**src/rtl/hazard_stall_controller.sv**
```systemverilog
// Stall/bubble/flush sequencer for the 5-stage MIPS pipeline: load-use bubbles,
// branch flushes and whole-pipe freeze on data-memory waits, with saturating event counters.
module hazard_stall_controller #(
    parameter int LOAD_STALL_CYCLES = 1,
    parameter int CNT_W             = 16
) (
    input  logic             clk,
    input  logic             rst,
    input  logic             id_ex_mem_read,
    input  logic [4:0]       id_ex_rt,
    input  logic [4:0]       if_id_rs,
    input  logic [4:0]       if_id_rt,
    input  logic             if_id_uses_rt,
    input  logic             branch_taken,
    input  logic             mem_busy,
    output logic             pc_write,
    output logic             if_id_write,
    output logic             if_id_flush,
    output logic             ctrl_sel,
    output logic             pipe_en,
    output logic [CNT_W-1:0] stall_cnt,
    output logic [CNT_W-1:0] flush_cnt
);

    localparam logic [1:0] S_RUN      = 2'd0;
    localparam logic [1:0] S_STALL    = 2'd1;
    localparam logic [1:0] S_MEM_WAIT = 2'd2;

    localparam logic [1:0] REM_INIT =
        (LOAD_STALL_CYCLES > 1) ? 2'(LOAD_STALL_CYCLES - 2) : 2'd0;

    logic [1:0]       state_q, state_d;
    logic [1:0]       ret_state_q, ret_state_d;
    logic [1:0]       rem_q, rem_d;
    logic [CNT_W-1:0] stall_cnt_q, stall_cnt_d;
    logic [CNT_W-1:0] flush_cnt_q, flush_cnt_d;
    logic [1:0]       eff_state;
    logic             lu_hit;

    always_comb begin
        lu_hit = id_ex_mem_read && (id_ex_rt != 5'd0) &&
                 ((id_ex_rt == if_id_rs) || (if_id_uses_rt && (id_ex_rt == if_id_rt)));

        // Leaving MEM_WAIT behaves exactly like the state we are returning to.
        eff_state = ((state_q == S_MEM_WAIT) && !mem_busy) ? ret_state_q : state_q;

        pc_write    = 1'b0;
        if_id_write = 1'b0;
        if_id_flush = 1'b0;
        ctrl_sel    = 1'b0;
        pipe_en     = 1'b0;
        state_d     = state_q;
        ret_state_d = ret_state_q;
        rem_d       = rem_q;

        if (mem_busy) begin
            ctrl_sel = 1'b1;
            state_d  = S_MEM_WAIT;
            if (state_q == S_RUN) begin
                ret_state_d = S_RUN;
            end else if (state_q == S_STALL) begin
                ret_state_d = S_STALL;
            end
        end else if (eff_state == S_STALL) begin
            pipe_en = 1'b1;
            if (rem_q == 2'd0) begin
                state_d = S_RUN;
            end else begin
                state_d = S_STALL;
                rem_d   = rem_q - 2'd1;
            end
        end else begin
            state_d = S_RUN;
            if (lu_hit) begin
                pipe_en = 1'b1;
                if (LOAD_STALL_CYCLES > 1) begin
                    state_d = S_STALL;
                    rem_d   = REM_INIT;
                end
            end else begin
                pc_write    = 1'b1;
                if_id_write = 1'b1;
                if_id_flush = branch_taken;
                ctrl_sel    = 1'b1;
                pipe_en     = 1'b1;
            end
        end

        if (rst) begin
            pc_write    = 1'b0;
            if_id_write = 1'b0;
            if_id_flush = 1'b0;
            ctrl_sel    = 1'b0;
            pipe_en     = 1'b0;
        end

        stall_cnt_d = stall_cnt_q;
        if (!pc_write && (stall_cnt_q != '1)) begin
            stall_cnt_d = stall_cnt_q + 1'b1;
        end
        flush_cnt_d = flush_cnt_q;
        if (if_id_flush && (flush_cnt_q != '1)) begin
            flush_cnt_d = flush_cnt_q + 1'b1;
        end
    end

    always_ff @(posedge clk) begin
        if (rst) begin
            state_q     <= S_RUN;
            ret_state_q <= S_RUN;
            rem_q       <= 2'd0;
            stall_cnt_q <= '0;
            flush_cnt_q <= '0;
        end else begin
            state_q     <= state_d;
            ret_state_q <= ret_state_d;
            rem_q       <= rem_d;
            stall_cnt_q <= stall_cnt_d;
            flush_cnt_q <= flush_cnt_d;
        end
    end

    assign stall_cnt = stall_cnt_q;
    assign flush_cnt = flush_cnt_q;

endmodule
```
**config.mk**
```make
export PLATFORM = sky130hd
export DESIGN_NAME = hazard_stall_controller
export DESIGN_NICKNAME = d
export VERILOG_FILES = /design/src/rtl/hazard_stall_controller.sv
export SDC_FILE = /design/constraint.sdc
export NUM_CORES = 1
export LEC_CHECK = 0
export CAP_MARGIN = 20
export CORE_UTILIZATION = 43
export DETAILED_ROUTE_END_ITERATION = 12
export GPL_TIMING_DRIVEN = 0
export PLACE_DENSITY = 0.76
export REMOVE_ABC_BUFFERS = 1
export SLEW_MARGIN = 20
export SYNTH_ARGS = -nofsm -noshare
export SYNTH_HDL_FRONTEND = slang
export SYNTH_SLANG_ARGS = --single-unit
export TNS_END_PERCENT = 50
```
**constraint.sdc**
```tcl
create_clock -name clk -period 2.1 [get_ports clk]
set_input_delay 0.42 -clock clk [delete_from_list [all_inputs] [get_ports clk]]
set_output_delay 0.42 -clock clk [all_outputs]
set_load 0.02 [all_outputs]
```
# Yosys cells after proc, flatten, opt, wreduce, memory -nomap -nowiden
# Cells that the tools add are included.
# classes
n_eq_ne	7
muxes	18
reduce_logical	16
n_bitwise	3
add_sub_neg	3
# ops
op	n
$add 16x1->16 const B	2
$ne 16x16->1 const B	2
$mux 1	13
$eq 5x5->1	2
$mux 2	5
$logic_and 1x1->1	6
$reduce_bool 5->1	1
$eq 2x1->1 const B	2
$logic_not 2->1	2
$not 1->1	3
$reduce_and 3->1	1
$reduce_or 3->1	1
$eq 2x2->1 const B	1
$logic_not 1->1	2
$reduce_and 2->1	1
$reduce_bool 2->1	1
$sub 2x1->2 const B	1
$logic_or 1x1->1	1
# totals
word_cells	53
ff_bits	38

# Depth between registers and ports, before layout
# depth
depth_word	10
ltp_mapped	8
depth_no_buf	7

# Worst setup path before layout
# No wires, ideal clock.
# synth_path
path_kind	input-to-output
start	input port id_ex_rt[1]
end	output port ctrl_sel
n_path_buf	2
stages	6
required_ns	1.680
setup_slack_ns	-0.262
t_arrival_ns	1.942
cell_sequence	or4_1 -> o21ai_1 -> o21ai_1 -> buf_2 -> buf_2 -> a21oi_1
# synth_via
elab_chain_len	8
word_cells_on_any_way	11
# synth_lines
item	line	text
start: declaration	10	input logic [4:0] id_ex_rt,
$eq 5x5->1	42	((id_ex_rt == if_id_rs) || (if_id_uses_rt && (id_ex_rt == if_id_rt)));
$logic_and 1x1->1	42	
$logic_or 1x1->1	42	
$logic_and 1x1->1 *	41	lu_hit = id_ex_mem_read && (id_ex_rt != 5'd0) &&
$mux 1 *	74	if (lu_hit) begin
$mux 1 *	64	end else if (eff_state == S_STALL) begin
$mux 1 *	56	if (mem_busy) begin
$mux 1 *	89	if (rst) begin
end: declaration	19	output logic ctrl_sel,
# Every way passes the cells marked *; elsewhere a longest branch is shown, timed or not.

# Worst setup path after layout
# layout_path
start	input port id_ex_rt[4]
end	output port if_id_flush
# layout_via
elab_chain_len	8
word_cells_on_any_way	11
# layout_lines
item	line	text
$eq 5x5->1	42	
$logic_and 1x1->1	42	
$logic_or 1x1->1	42	
$logic_and 1x1->1 *	41	
$mux 1 *	74	
$mux 1 *	64	
$mux 1 *	56	
$mux 1 *	89	
end: declaration	18	output logic if_id_flush,
# Marked as above.

==> run_results.csv <==
group,metric,value,unit
outcome,violations_in_the_final_reports,"design-rule violations, negative setup slack",
clock_tree,clk_pin_slew,70,ps
sta,postLayoutSetupSlackWorst,-32.7,ps
layout,final_cell_area,3130,um2
route,wl,5.75,mm
layout,mostFrequentLayoutCells,"dfxtp_1 (35), clkdlybuf4s50_1 (35), nor2_1 (18)",
placed_design,dp_hpwl,3.28,mm
global_routing,antenna_found_initial,0,
power,p_total,1.43,mW
clock_tree,clock-sinks,37,
route,firstDrtPassIters,8,
critical_path,worst_setup_path_start_kind,"input port",
critical_path,path_buf_inv,3,
logic_synthesis,synth_sequential_area_ratio,0.363,
sta,setup_repair_after_global_routing_missed_its_margin,"yes",
logic_synthesis,postSynth.asyncResetShare,0,
route,vias_per_cell,6.04,
logic_synthesis,synth_edf_count,0,
critical_path,cpPeakStageDelay,550,ps
layout,finish.net_count,330,
critical_path,critical-path-top-delay-family,"simple AND/OR/NAND/NOR gates",
placed_design,io_buffer_count,57,
critical_path,series_of_cell_instances_along_the_critical_path,"buf_8 -> or4_4 -> o21ai_4 -> o21ai_4 -> buf_8 -> nor2_4 -> buf_6",
placed_design,dpl-instance-area,2630,um2
sta,final-max-slew-violation-count,0,
global_routing,grt_pass1_vias,1993,
critical_path,crit_type,"in -> out",
logic_synthesis,total_standard_cell_area_after_synthesis,2040,um2
power,ir_worst_vdd,0.383,mV
floorplan,core-area,4470,um2
logic_synthesis,syn_area_per_cell,8.37,um2
critical_path,end_kind,"primary output",
layout,share_of_final_layout_standard_cells_stronger_than_drive_strength_1,0.288,
run,max_cap_viols,0,
layout,filler_cell_count,353,
global_routing,grt_remaining_overflow,0,
critical_path,cp_data_required_time,1680,ps
sta,hold_viol_final,0,
critical_path,crit_fanout,3,
power,powerDensity,455,nW/um2
sta,fmax,469,MHz
power,cellLeakagePower,1.07,nW
floorplan,die_x,70.9,um
clock_tree,clock_tree_from_tritoncts,"built",
floorplan,start_util,0.457,
layout,layout-area-overhead-vs-synth,53.3,%
placed_design,post-place-ws,-1360,ps
route,route.detailed.drc,4,
sta,finalClockSkew,5.68,ps
clock_tree,ctsLongestPathBuffers,2,
global_routing,grt_pass1_wl,9.43,mm
sta,max_slew.worst_pin.slew,429,ps
floorplan,die-area,5030,um2
hold_path,worst_hold_path_type,"reg -> reg",
logic_synthesis,synth_cells,244,
route,drt.antenna.violating_nets,0,
clock_tree,cts-hold-fix-buffers,0,
sta,timing.max_slew.rel_slack,0.713,
floorplan,io-pin-count,58,
clock_tree,cts_made_buffers,5,
route,vias,2161,
critical_path,arrival_time_at_the_worst_endpoint,1710,ps
sta,timing.final.crit_period,2130,ps
logic_synthesis,yosys_register_bits,37,
sta,finalSetupViolations,3,
route,avgRoutedWirePerCell,16.1,um
logic_synthesis,synth.distinct_cells,42,
outcome,outcome,"finished, violations left",
clock_tree,cts_htree_levels,2,
placed_design,finalWeightedCongestion,0.765,
sta,setup_tns,-33.3,ps
global_routing,grt_start_max_net_pins,45,
floorplan,die_height,70.9,um
clock_tree,clkLatencyLatePin,290,ps
layout,insertedDiodeCount,0,
critical_path,critical-path-slowest-cell,"or4_4",
global_routing,global_route.usage.total,0.233,
logic_synthesis,synth_ff_type,"dfxtp_1",
sta,period_share,1.02,
logic_synthesis,synthesis.yosys.warnings,0,
route,detailedRoute.firstIterationViolations,168,
clock_tree,cts_root_buffer,"clkbuf_8",
floorplan,placementRows,24,
## where the power goes
part	internal (mW)	switching [mW]
Clock	0.261	0.246
Combinational	0.0952	0.106
Sequential	0.709	0.00959
## layer usage
layer | GRT usage | vias up | share of wire
met5 | 0 | - | 0
met4 | 0.0533 | 0 | 0.015
met3 | 0.0413 | 10 | 0.052
met2 | 0.405 | 69 | 0.49
met1 | 0.303 | 1047 | 0.44
li1 | - | 1035 | -
## through the flow
stage               utilization  cells  hold slack [ps]
floorplan                     -    229              442
global placement          0.581    338              458
detailed placement        0.588    340              476
CTS                       0.680    358              489
global route              0.700    358              518
finish                    0.700    358              493
## cell families (layout without fill, tap and decap cells)
group	count (synthesis)	in the layout	synth area share
XOR/XNOR	11	11	0.0472
flip-flops	37	37	0.363
adder cells (fa/ha/maj)	3	3	0.0184
AND/OR/NAND/NOR	104	106	0.293
buffers and inverters	23	82	0.0545
multiplexers	9	9	0.0496
AO/OA/AOI/OAI	57	58	0.175
## registers in the layout, summed over array words and instances (netlist names)
signal       cells
state_q          2
ret_state_q      1
rem_q            2
flush_cnt       16
stall_cnt       16
## worst reg2reg max path: stages, from the launching register on
cell and delay, ps:
dfxtp_1 340, and3_1 210, and3_1 230, nor3b_4 180
and4_4 200, buf_4 170, or4_4 510, a21oi_2 120
## final cells by class
class | instances | area (um2) | share of cell area
Clock buffer | 7 | 86.3 | 0.0276
Inverter | 8 | 30.0 | 0.00958
Multi-Input combinational cell | 187 | 1540 | 0.491
Sequential cell | 37 | 743 | 0.237
Tap cell | 52 | 65.1 | 0.0208
Timing Repair Buffer | 67 | 669 | 0.214
## synth_stat cells, types with 2 or more instances
| library cell | n | area share |
|---|---|---|
| o21a_1 | 2 | 0.0073 |
| nand2_1 | 9 | 0.017 |
| and2_1 | 3 | 0.0092 |
| o31ai_1 | 11 | 0.040 |
| and4_1 | 3 | 0.013 |
| inv_1 | 8 | 0.015 |
| a21oi_1 | 22 | 0.054 |
| and3_1 | 7 | 0.021 |
| o41ai_1 | 2 | 0.0086 |
| buf_1 | 2 | 0.0037 |
| mux2_2 | 9 | 0.050 |
| or4_1 | 12 | 0.044 |
| ha_1 | 3 | 0.018 |
| xor2_1 | 9 | 0.039 |
| nor2b_1 | 8 | 0.024 |
| buf_2 | 5 | 0.012 |
| clkbuf_1 | 5 | 0.0092 |
| nor4b_1 | 3 | 0.013 |
| nand4_1 | 4 | 0.012 |
| o21ai_0 | 9 | 0.022 |
| nor3_1 | 4 | 0.0098 |
| or3_1 | 7 | 0.021 |
| nand3_1 | 14 | 0.034 |
| dfxtp_1 | 37 | 0.36 |
| o311ai_0 | 2 | 0.0086 |
| o31a_1 | 2 | 0.0086 |
| o21ai_1 | 2 | 0.0049 |
| nor4_1 | 5 | 0.015 |
| xnor2_1 | 2 | 0.0086 |
| nor2_1 | 20 | 0.037 |
| buf_6 | 2 | 0.011 |
## what timing repair did
item	CTS	global route
hold endpoints to repair	0	0
endpoints found under the setup margin	37	24
pin swaps	19	22
gates cloned	3	0
resized for setup	120	24
buffers inserted	8	0
## final timing paths
check	cells past startpoint	to	start	slack (ps)
setup / recovery	7	if_id_flush	id_ex_rt[4]	-30
hold / removal	2	rem_q[1]	rem_q[1]	490
setup reg to reg	7	stall_cnt[7]	stall_cnt[7]	80
hold reg to reg	2	rem_q[1]	rem_q[1]	490
(Power assumes the default switching activity.)
